===== config.mk =====
export PLATFORM = sky130hd
export DESIGN_NAME = gat_layer_sched
export DESIGN_NICKNAME = d
export VERILOG_FILES = /design/src/rtl/gat_pkg.sv /design/src/rtl/gat_sched_cnt.sv /design/src/rtl/gat_layer_sched.sv
export SDC_FILE = /design/constraint.sdc
export NUM_CORES = 1
export LEC_CHECK = 0
export ABC_CLOCK_PERIOD_IN_PS = 4900
export CAP_MARGIN = 5
export CORE_AREA = 10 10 105 107
export CTS_CLUSTER_DIAMETER = 50
export CTS_CLUSTER_SIZE = 10
export DETAILED_ROUTE_END_ITERATION = 10
export DIE_AREA = 0 0 115 117
export PLACE_DENSITY_LB_ADDON = 0.08
export SYNTH_ARGS = -nofsm -noshare
export SYNTH_HDL_FRONTEND = slang
export SYNTH_SLANG_ARGS = --single-unit

===== constraint.sdc =====
create_clock -name clk -period 4.9 [get_ports clk]
set_input_delay 0.98 -clock clk [delete_from_list [all_inputs] [get_ports clk]]
set_output_delay 0.98 -clock clk [all_outputs]
set_load 0.03 [all_outputs]

===== src/rtl/gat_pkg.sv =====
// rtl/gat_pkg.sv - shared types and constants for the GAT layer scheduler
package gat_pkg;

    localparam int DBG_W = 32;

    typedef enum logic [2:0] {
        ST_IDLE = 3'd0,
        ST_LOAD = 3'd1,
        ST_RUN  = 3'd2,
        ST_DONE = 3'd3,
        ST_ERR  = 3'd4
    } sched_state_e;

endpackage


===== src/rtl/gat_sched_cnt.sv =====
// rtl/gat_sched_cnt.sv - RUN cycle counter with first-event capture and timeout compare
module gat_sched_cnt
    import gat_pkg::*;
#(
    parameter int TIMEOUT_CYCLES = 2**30
) (
    input  logic             clk,
    input  logic             rst,
    input  logic             clr_i,
    input  logic             en_i,
    input  logic             evt_i,
    output logic [DBG_W-1:0] cnt_o,
    output logic             seen_o,
    output logic             first_o,
    output logic             tmo_o
);

    logic [DBG_W-1:0] cnt_q, cnt_d;
    logic             seen_q, seen_d;

    // Count while enabled; remember whether the tracked event has happened yet.
    always_comb begin
        cnt_d  = cnt_q;
        seen_d = seen_q;
        if (clr_i) begin
            cnt_d  = '0;
            seen_d = 1'b0;
        end else if (en_i) begin
            cnt_d = cnt_q + DBG_W'(1);
            if (evt_i) begin
                seen_d = 1'b1;
            end
        end
    end

    // Counter and seen-flag registers.
    always_ff @(posedge clk or posedge rst) begin
        if (rst) begin
            cnt_q  <= '0;
            seen_q <= 1'b0;
        end else begin
            cnt_q  <= cnt_d;
            seen_q <= seen_d;
        end
    end

    assign cnt_o   = cnt_q;
    assign seen_o  = seen_q;
    assign first_o = en_i & ~clr_i & evt_i & ~seen_q;
    assign tmo_o   = en_i & (cnt_q == DBG_W'(TIMEOUT_CYCLES - 1));

endmodule


===== src/rtl/gat_layer_sched.sv =====
// rtl/gat_layer_sched.sv - sequences conv layers through the shared load/compute path
module gat_layer_sched
    import gat_pkg::*;
#(
    parameter int NUM_LAYERS     = 2,
    parameter int LAYER_W        = (NUM_LAYERS > 1) ? $clog2(NUM_LAYERS) : 1,
    parameter int TIMEOUT_CYCLES = 2**30
) (
    input  logic               clk,
    input  logic               rst,
    input  logic               start,
    input  logic               h_data_load_done,
    input  logic               h_node_info_load_done,
    input  logic               wgt_load_done,
    input  logic               conv_feat_wr,
    input  logic               conv_ready,
    output logic               load_req,
    output logic               load_clr,
    output logic [LAYER_W-1:0] gat_layer,
    output logic               conv_start,
    output logic               busy,
    output logic               gat_ready,
    output logic               err,
    output logic [DBG_W-1:0]   dbg_lat,
    output logic [DBG_W-1:0]   dbg_total
);

    sched_state_e       state_q, state_d;
    logic [LAYER_W-1:0] layer_q, layer_d;
    logic [2:0]         ld_q, ld_d;
    logic               load_clr_q, load_clr_d;
    logic               conv_start_q, conv_start_d;
    logic               load_req_q, busy_q, gat_ready_q, err_q;
    logic [DBG_W-1:0]   lat_q, lat_d;
    logic [DBG_W-1:0]   total_q, total_d;

    logic [DBG_W-1:0]   cyc;
    logic               feat_seen, feat_first, tmo;
    logic               in_run, ready_ok;
    logic [2:0]         ld_in;

    assign in_run   = (state_q == ST_RUN);
    assign ld_in    = {h_data_load_done, h_node_info_load_done, wgt_load_done};
    // A ready on the first RUN cycle is left over from the previous layer.
    assign ready_ok = in_run & conv_ready & (cyc != '0);

    gat_sched_cnt #(
        .TIMEOUT_CYCLES(TIMEOUT_CYCLES)
    ) u_cnt (
        .clk    (clk),
        .rst    (rst),
        .clr_i  (~in_run),
        .en_i   (in_run),
        .evt_i  (conv_feat_wr),
        .cnt_o  (cyc),
        .seen_o (feat_seen),
        .first_o(feat_first),
        .tmo_o  (tmo)
    );

    // Next-state, loader bookkeeping and debug capture.
    always_comb begin
        state_d      = state_q;
        layer_d      = layer_q;
        ld_d         = ld_q;
        load_clr_d   = 1'b0;
        conv_start_d = 1'b0;
        lat_d        = lat_q;
        total_d      = total_q;
        case (state_q)
            ST_IDLE, ST_DONE, ST_ERR: begin
                if (start) begin
                    state_d    = ST_LOAD;
                    layer_d    = '0;
                    ld_d       = '0;
                    load_clr_d = 1'b1;
                end
            end
            ST_LOAD: begin
                // Loaders are still dropping their flags during the clear cycle.
                if (!load_clr_q) begin
                    ld_d = ld_q | ld_in;
                    if (&ld_d) begin
                        state_d      = ST_RUN;
                        conv_start_d = 1'b1;
                    end
                end
            end
            ST_RUN: begin
                if (feat_first) begin
                    lat_d = cyc;
                end
                if (ready_ok) begin
                    total_d = cyc;
                    if (!feat_seen) begin
                        lat_d = cyc;
                    end
                    if (layer_q == LAYER_W'(NUM_LAYERS - 1)) begin
                        state_d = ST_DONE;
                    end else begin
                        state_d    = ST_LOAD;
                        layer_d    = layer_q + LAYER_W'(1);
                        ld_d       = '0;
                        load_clr_d = 1'b1;
                    end
                end else if (tmo) begin
                    state_d = ST_ERR;
                end
            end
            default: begin
                state_d = ST_IDLE;
            end
        endcase
    end

    // State and registered outputs, decoded from the next state.
    always_ff @(posedge clk or posedge rst) begin
        if (rst) begin
            state_q      <= ST_IDLE;
            layer_q      <= '0;
            ld_q         <= '0;
            load_clr_q   <= 1'b0;
            conv_start_q <= 1'b0;
            load_req_q   <= 1'b0;
            busy_q       <= 1'b0;
            gat_ready_q  <= 1'b0;
            err_q        <= 1'b0;
            lat_q        <= '0;
            total_q      <= '0;
        end else begin
            state_q      <= state_d;
            layer_q      <= layer_d;
            ld_q         <= ld_d;
            load_clr_q   <= load_clr_d;
            conv_start_q <= conv_start_d;
            load_req_q   <= (state_d == ST_LOAD);
            busy_q       <= (state_d == ST_LOAD) || (state_d == ST_RUN);
            gat_ready_q  <= (state_d == ST_DONE);
            err_q        <= (state_d == ST_ERR);
            lat_q        <= lat_d;
            total_q      <= total_d;
        end
    end

    assign load_req   = load_req_q;
    assign load_clr   = load_clr_q;
    assign gat_layer  = layer_q;
    assign conv_start = conv_start_q;
    assign busy       = busy_q;
    assign gat_ready  = gat_ready_q;
    assign err        = err_q;
    assign dbg_lat    = lat_q;
    assign dbg_total  = total_q;

endmodule


After elaboration in Yosys (flattened, before gate mapping)
Index checks and enable logic that the tools add are counted.

word-level totals
  flip-flop bits (word level) = 110
  output and inout bits = 71
  word-level logic and storage cells = 75

operators by class
  eq/ne operators = 14
  bitwise operators = 7
  muxes and demuxes = 29
  reduce and logical (&&, ||, !) cells = 10
  $add $sub $neg = 2

operator list
  operator                                                                 count
  32-bit two-way mux                                                       4
  32-bit by 1-bit adder with 32-bit output, second input constant          1
  32-bit by 30-bit equality test with 1-bit output, second input constant  1
  32-bit nonzero test                                                      1
  3-bit two-way mux                                                        9
  3-bit case mux with 3 select lines                                       2
  3-bit by 2-bit equality test with 1-bit output, second input constant    4
  1-bit two-way mux                                                        11
  2-bit inequality test, second input constant                             4
  3-bit by 1-bit equality test with 1-bit output, second input constant    2
  3-bit equality test, second input constant                               2
  3-bit AND reduction                                                      2
  1-bit bitwise AND                                                        5
  5-bit AND reduction                                                      1
  1-bit case mux with 2 select lines                                       2
  3-bit zero test                                                          1
  3-bit bitwise OR                                                         1
  3-bit nonzero test                                                       1
  3-bit OR reduction                                                       1
  2-bit two-way mux                                                        1
  2-bit by 1-bit inequality test with 1-bit output, second input constant  1
  2-bit AND reduction                                                      1
  2-bit nonzero test                                                       1
  1-bit adder, second input constant                                       1
  other kinds (2)                                                          2

Longest topological paths before layout
  depth in word-level cells = 7
  gate-level depth with buffers = 8
  mapped depth without buffers = 7

By module
Synthesis repeated with hierarchy kept, for this count alone.

second synthesis, totals
  cell total of the unflattened synthesis = 395
  area, all modules = 4998.5 µm²

by module, submodules not included
  module           area an instance (µm²)  instances  sequential area each (µm²)  cells an instance
  gat_layer_sched  3236.9                  1          1926.8                      213
  gat_sched_cnt    1761.7                  1          825.8                       182

Worst setup path after synthesis
No wires, ideal clock.

  path kind = reg2reg
  from = register u_cnt.cnt_q[18] (netlist: u_cnt.cnt_o[18])
  to = register busy_q (netlist: busy)
  arrival time = 2.122 ns
  library setup time = 0.128 ns
  cell stages (with the launch flop) = 7
  path slack = 2.650 ns
  period minus slack after synthesis = 2.250 ns
  cells stage by stage = dfrtp_1 -> nand4_2 -> or4_4 -> buf_6 -> or4_4 -> a2111oi_4 -> nor3_1

on the way
  word-level cells in the longest chain between the ends = 7

RTL lines
  item                                                                                                              RTL line                source
  start, declared                                                                                                   gat_sched_cnt.sv:18     logic [DBG_W-1:0] cnt_q, cnt_d;
  start signal, assigned                                                                                            gat_sched_cnt.sv:42     cnt_q <= cnt_d;
  32-bit by 30-bit equality test with 1-bit output                                                                  gat_sched_cnt.sv:50     assign tmo_o = en_i & (cnt_q == DBG_W'(TIMEOUT_CYCLES - 1));
  1-bit bitwise AND                                                                                                 gat_sched_cnt.sv:50
  3-bit two-way mux                                                                                                 gat_layer_sched.sv:106  end else if (tmo) begin
  3-bit two-way mux (*)                                                                                             gat_layer_sched.sv:93   if (ready_ok) begin
  3-bit case mux with 3 select lines (*)                                                                            gat_layer_sched.sv:70   case (state_q)
  3-bit by 1-bit equality test with 1-bit output or 3-bit by 2-bit equality test with 1-bit output (tied branches)  gat_layer_sched.sv:137  busy_q <= (state_d == ST_LOAD) || (state_d == ST_RUN);
  1-bit logical OR (*)                                                                                              gat_layer_sched.sv:137
  end signal, assigned                                                                                              gat_layer_sched.sv:137
  end, declared                                                                                                     gat_layer_sched.sv:33   logic load_req_q, busy_q, gat_ready_q, err_q;

Every way passes the cells marked *; elsewhere a longest branch is shown, timed or not.
A chain may end at the register's enable or synchronous reset.

==> results.ini <==
[synth]
ys_warn_count=0
ys_seq_area_frac=0.595
synth_largest_area_cell=dfrtp_1
syn_nets=387
synth_area_mm2=0.00463
synth_ff_type=dfrtp_1
syn_inst=377
synth_top_cell_area_share=0.595
synth-edff-count=0
ys_types=42
synth.avg_cell_area_um2=12.3
synth_area_leaders=dfrtp_1 (59%), mux2_2 (13%), xnor2_1 (3.4%), nor2_1 (3.0%), nor4_1 (1.8%)
synthArstFlopShare=1.00
ys_seq_elements=110

[cts]
cts-hold-fix-buffers=0
cts.sink_count=110
clk_pin_slew_worst_paths_ns=0.11
clk_latency_ns=0.38
clock_path_buffers=2
cts_tree=done
cts-root-buf=clkbuf_8
cts_buffers=9
cts_setup_buffers=0
cts-resized-gates=0
htreeDepth=3

[floorplan]
row_count=35
die_w_um=115
dieArea_mm2=0.0135
core_mm2=0.00902
die_h_um=117
initial_core_util=0.513
ioPinCount=79

[power_and_ir_drop]
power_frac_comb=0.195
p_sw_frac=0.308
total_leakage_power_nw=2.55
p_per_area_mw_per_mm2=328
seqPwrFrac=0.534
p_int_mw=1.30
power.switching_uw=576
peakVddDrop_mv=0.212
pwr-share-clk=0.271

[cells_and_area]
final_cell_mix=dfrtp_1 (110), clkdlybuf4s50_1 (78), mux2_2 (55), nor2_1 (37), nand2_1 (20)
fillerInstances=739
multi_input_area_mm2=0.00177
diodes=0
syn_to_final_growth_pct=23.1
fin_cells=567
final_layout_size_suffix_gt1_frac=0.180
final_common_cell=dfrtp_1
regArea_mm2=0.00275
nNetsFinal=461

[grt]
grt_max_degree=60
gr-usage-all-layers=0.151
gr-total-overflow=0
grt_pass1_vias=3181
grt_pass1_wl_mm=16.5
antenna_found_initial=0

[sta]
min_period_over_period=0.603
setup_tns_ns=0
worstMarginPinSlew_ns=1.07
rsz0062_at_grt=false
clock-skew-final_ns=0.0120
finalSetupViolCount=0
fmax_ghz=0.338
drv_slew=0
max_slew_margin=0.284
hold_viol=0
final.min_clock_period_ns=2.96

[place]
routabilityCongestion=0.812
port_buffers=78
dp_cells=551
dp_hpwl_mm=6.74

[worst_hold_path]
worstHoldPathType=flip-flop to flip-flop
hold_depth=2
hp-start=dbg_total[18]$_DFFE_PP0P_
min_to=dbg_total[18]$_DFFE_PP0P_

[detailed_routing]
wl_mm=9.78
vias_per_cell=5.47
avgRoutedWirePerCell_um=17.2
drtIter0Drc=139
detail-route-antenna-nets=0
via_count=3101
dr.pass1.iters=4
post-route-drc-count=0

[critical_path]
r2r_setup_slack_ns=1.94
end_kind=flip-flop
worstPathRequired_ns=5.17
critPathKind=flip-flop to flip-flop
critPathMaxFanout=32
start_kind=flip-flop
crit_arrival_ns=3.22
r2r_cells=7
r2r-start=u_cnt.cnt_o[0]$_DFF_PP0_

[flow_run]
max-cap-violations=0

[outcome]
status=finished, final reports clean

-- power groups by stage --
| stage | registers (mW) | clock network, mW | logic, mW |
|---|---|---|---|
| 6_report | 1.00 | 0.506 | 0.365 |
| 3_3_place_gp | 1.02 | 0 | 0.364 |
| 4_1_cts | 1.00 | 0.521 | 0.372 |
| 2_1_floorplan | 1.06 | 0 | 0.203 |
| 5_1_grt | 1.01 | 0.559 | 0.401 |
| 3_5_place_dp | 1.02 | 0 | 0.371 |
-- worst max-delay path, cell delays in order, from the launching register on --
cell     delay (ns)
dfrtp_1        0.45
inv_1          0.10
ha_1           0.14
nor4b_1        0.32
nand4_1        0.22
o21a_1         0.33
o21ai_4        0.85
mux2_2         0.42
-- kinds of logic after synthesis --
logic type	count (synthesis)	share of synthesized area
xor gates and xnor gates	26	0.0492
AOI/OAI and AO/OA	30	0.0435
muxes	57	0.139
adders and majority gates	2	0.00540
and+or+nand+nor	124	0.144
buffers and inverters	28	0.0251
DFF	110	0.595
-- area by class of cell --
class	count	share of cell area
flip-flops and latches	110	0.483
multi-input cells	239	0.311
repair buffers	81	0.143
well taps	111	0.0244
clock buffers	9	0.0217
clock inverters	7	0.00966
inverters	10	0.00703
-- stage by stage --
stage | power, mW | util | cell area (µm²) | hold slack, ns | worst slack [ns]
detailed placement | 1.39 | 0.612 | 5520 | 0.476 | 1.79
floorplan | 1.26 | - | 4630 | 0.464 | 1.02
finish | 1.87 | 0.632 | 5700 | 0.496 | 1.94
global route | 1.97 | 0.632 | 5700 | 0.534 | 1.69
global placement | 1.38 | 0.612 | 5520 | 0.471 | 1.84
CTS | 1.89 | 0.632 | 5700 | 0.500 | 1.87
-- worst max-delay path by stage --
| stage | from | to | slack, ns | cells past startpoint |
|---|---|---|---|---|
| 3_5_place_dp | conv_ready | flip-flop | 1.79 | 4 |
| 4_1_cts | u_cnt.cnt_o[0]$_DFF_PP0_ | flip-flop | 1.87 | 7 |
| 6_report | u_cnt.cnt_o[0]$_DFF_PP0_ | flip-flop | 1.94 | 7 |
| 3_3_place_gp | conv_ready | flip-flop | 1.84 | 4 |
| 5_1_grt | u_cnt.cnt_o[0]$_DFF_PP0_ | flip-flop | 1.69 | 7 |
| 2_1_floorplan | rst | asynchronous set/reset pin | 1.02 | 1 |
-- synth_stat cells, types with 2 or more instances --
master      n
o21ai_0    11
nand3_1     9
nor3_1      9
nor4_1     13
o21a_1      2
inv_1      10
buf_2       3
nand2_1    20
or4_4       2
and2_1      4
a22o_1      3
and3_1      2
nand2b_1    2
or3_1       5
o22ai_1     2
nor2_1     37
and4_1      5
a21oi_1     6
ha_1        2
nand4_1     6
clkbuf_1   14
xor2_1      8
dfrtp_1   110
xnor2_1    18
mux2_1      2
mux2_2     55
nor3b_1     2
-- layer usage --
layer	track usage	vias up	share of wire
met1	0.199	1553	0.45
met5	0	-	0
li1	-	1463	-
met3	0.0576	9	0.076
met4	0.0297	0	0.0075
met2	0.232	76	0.47
No activity file was read; power rests on OpenSTA's default activity.
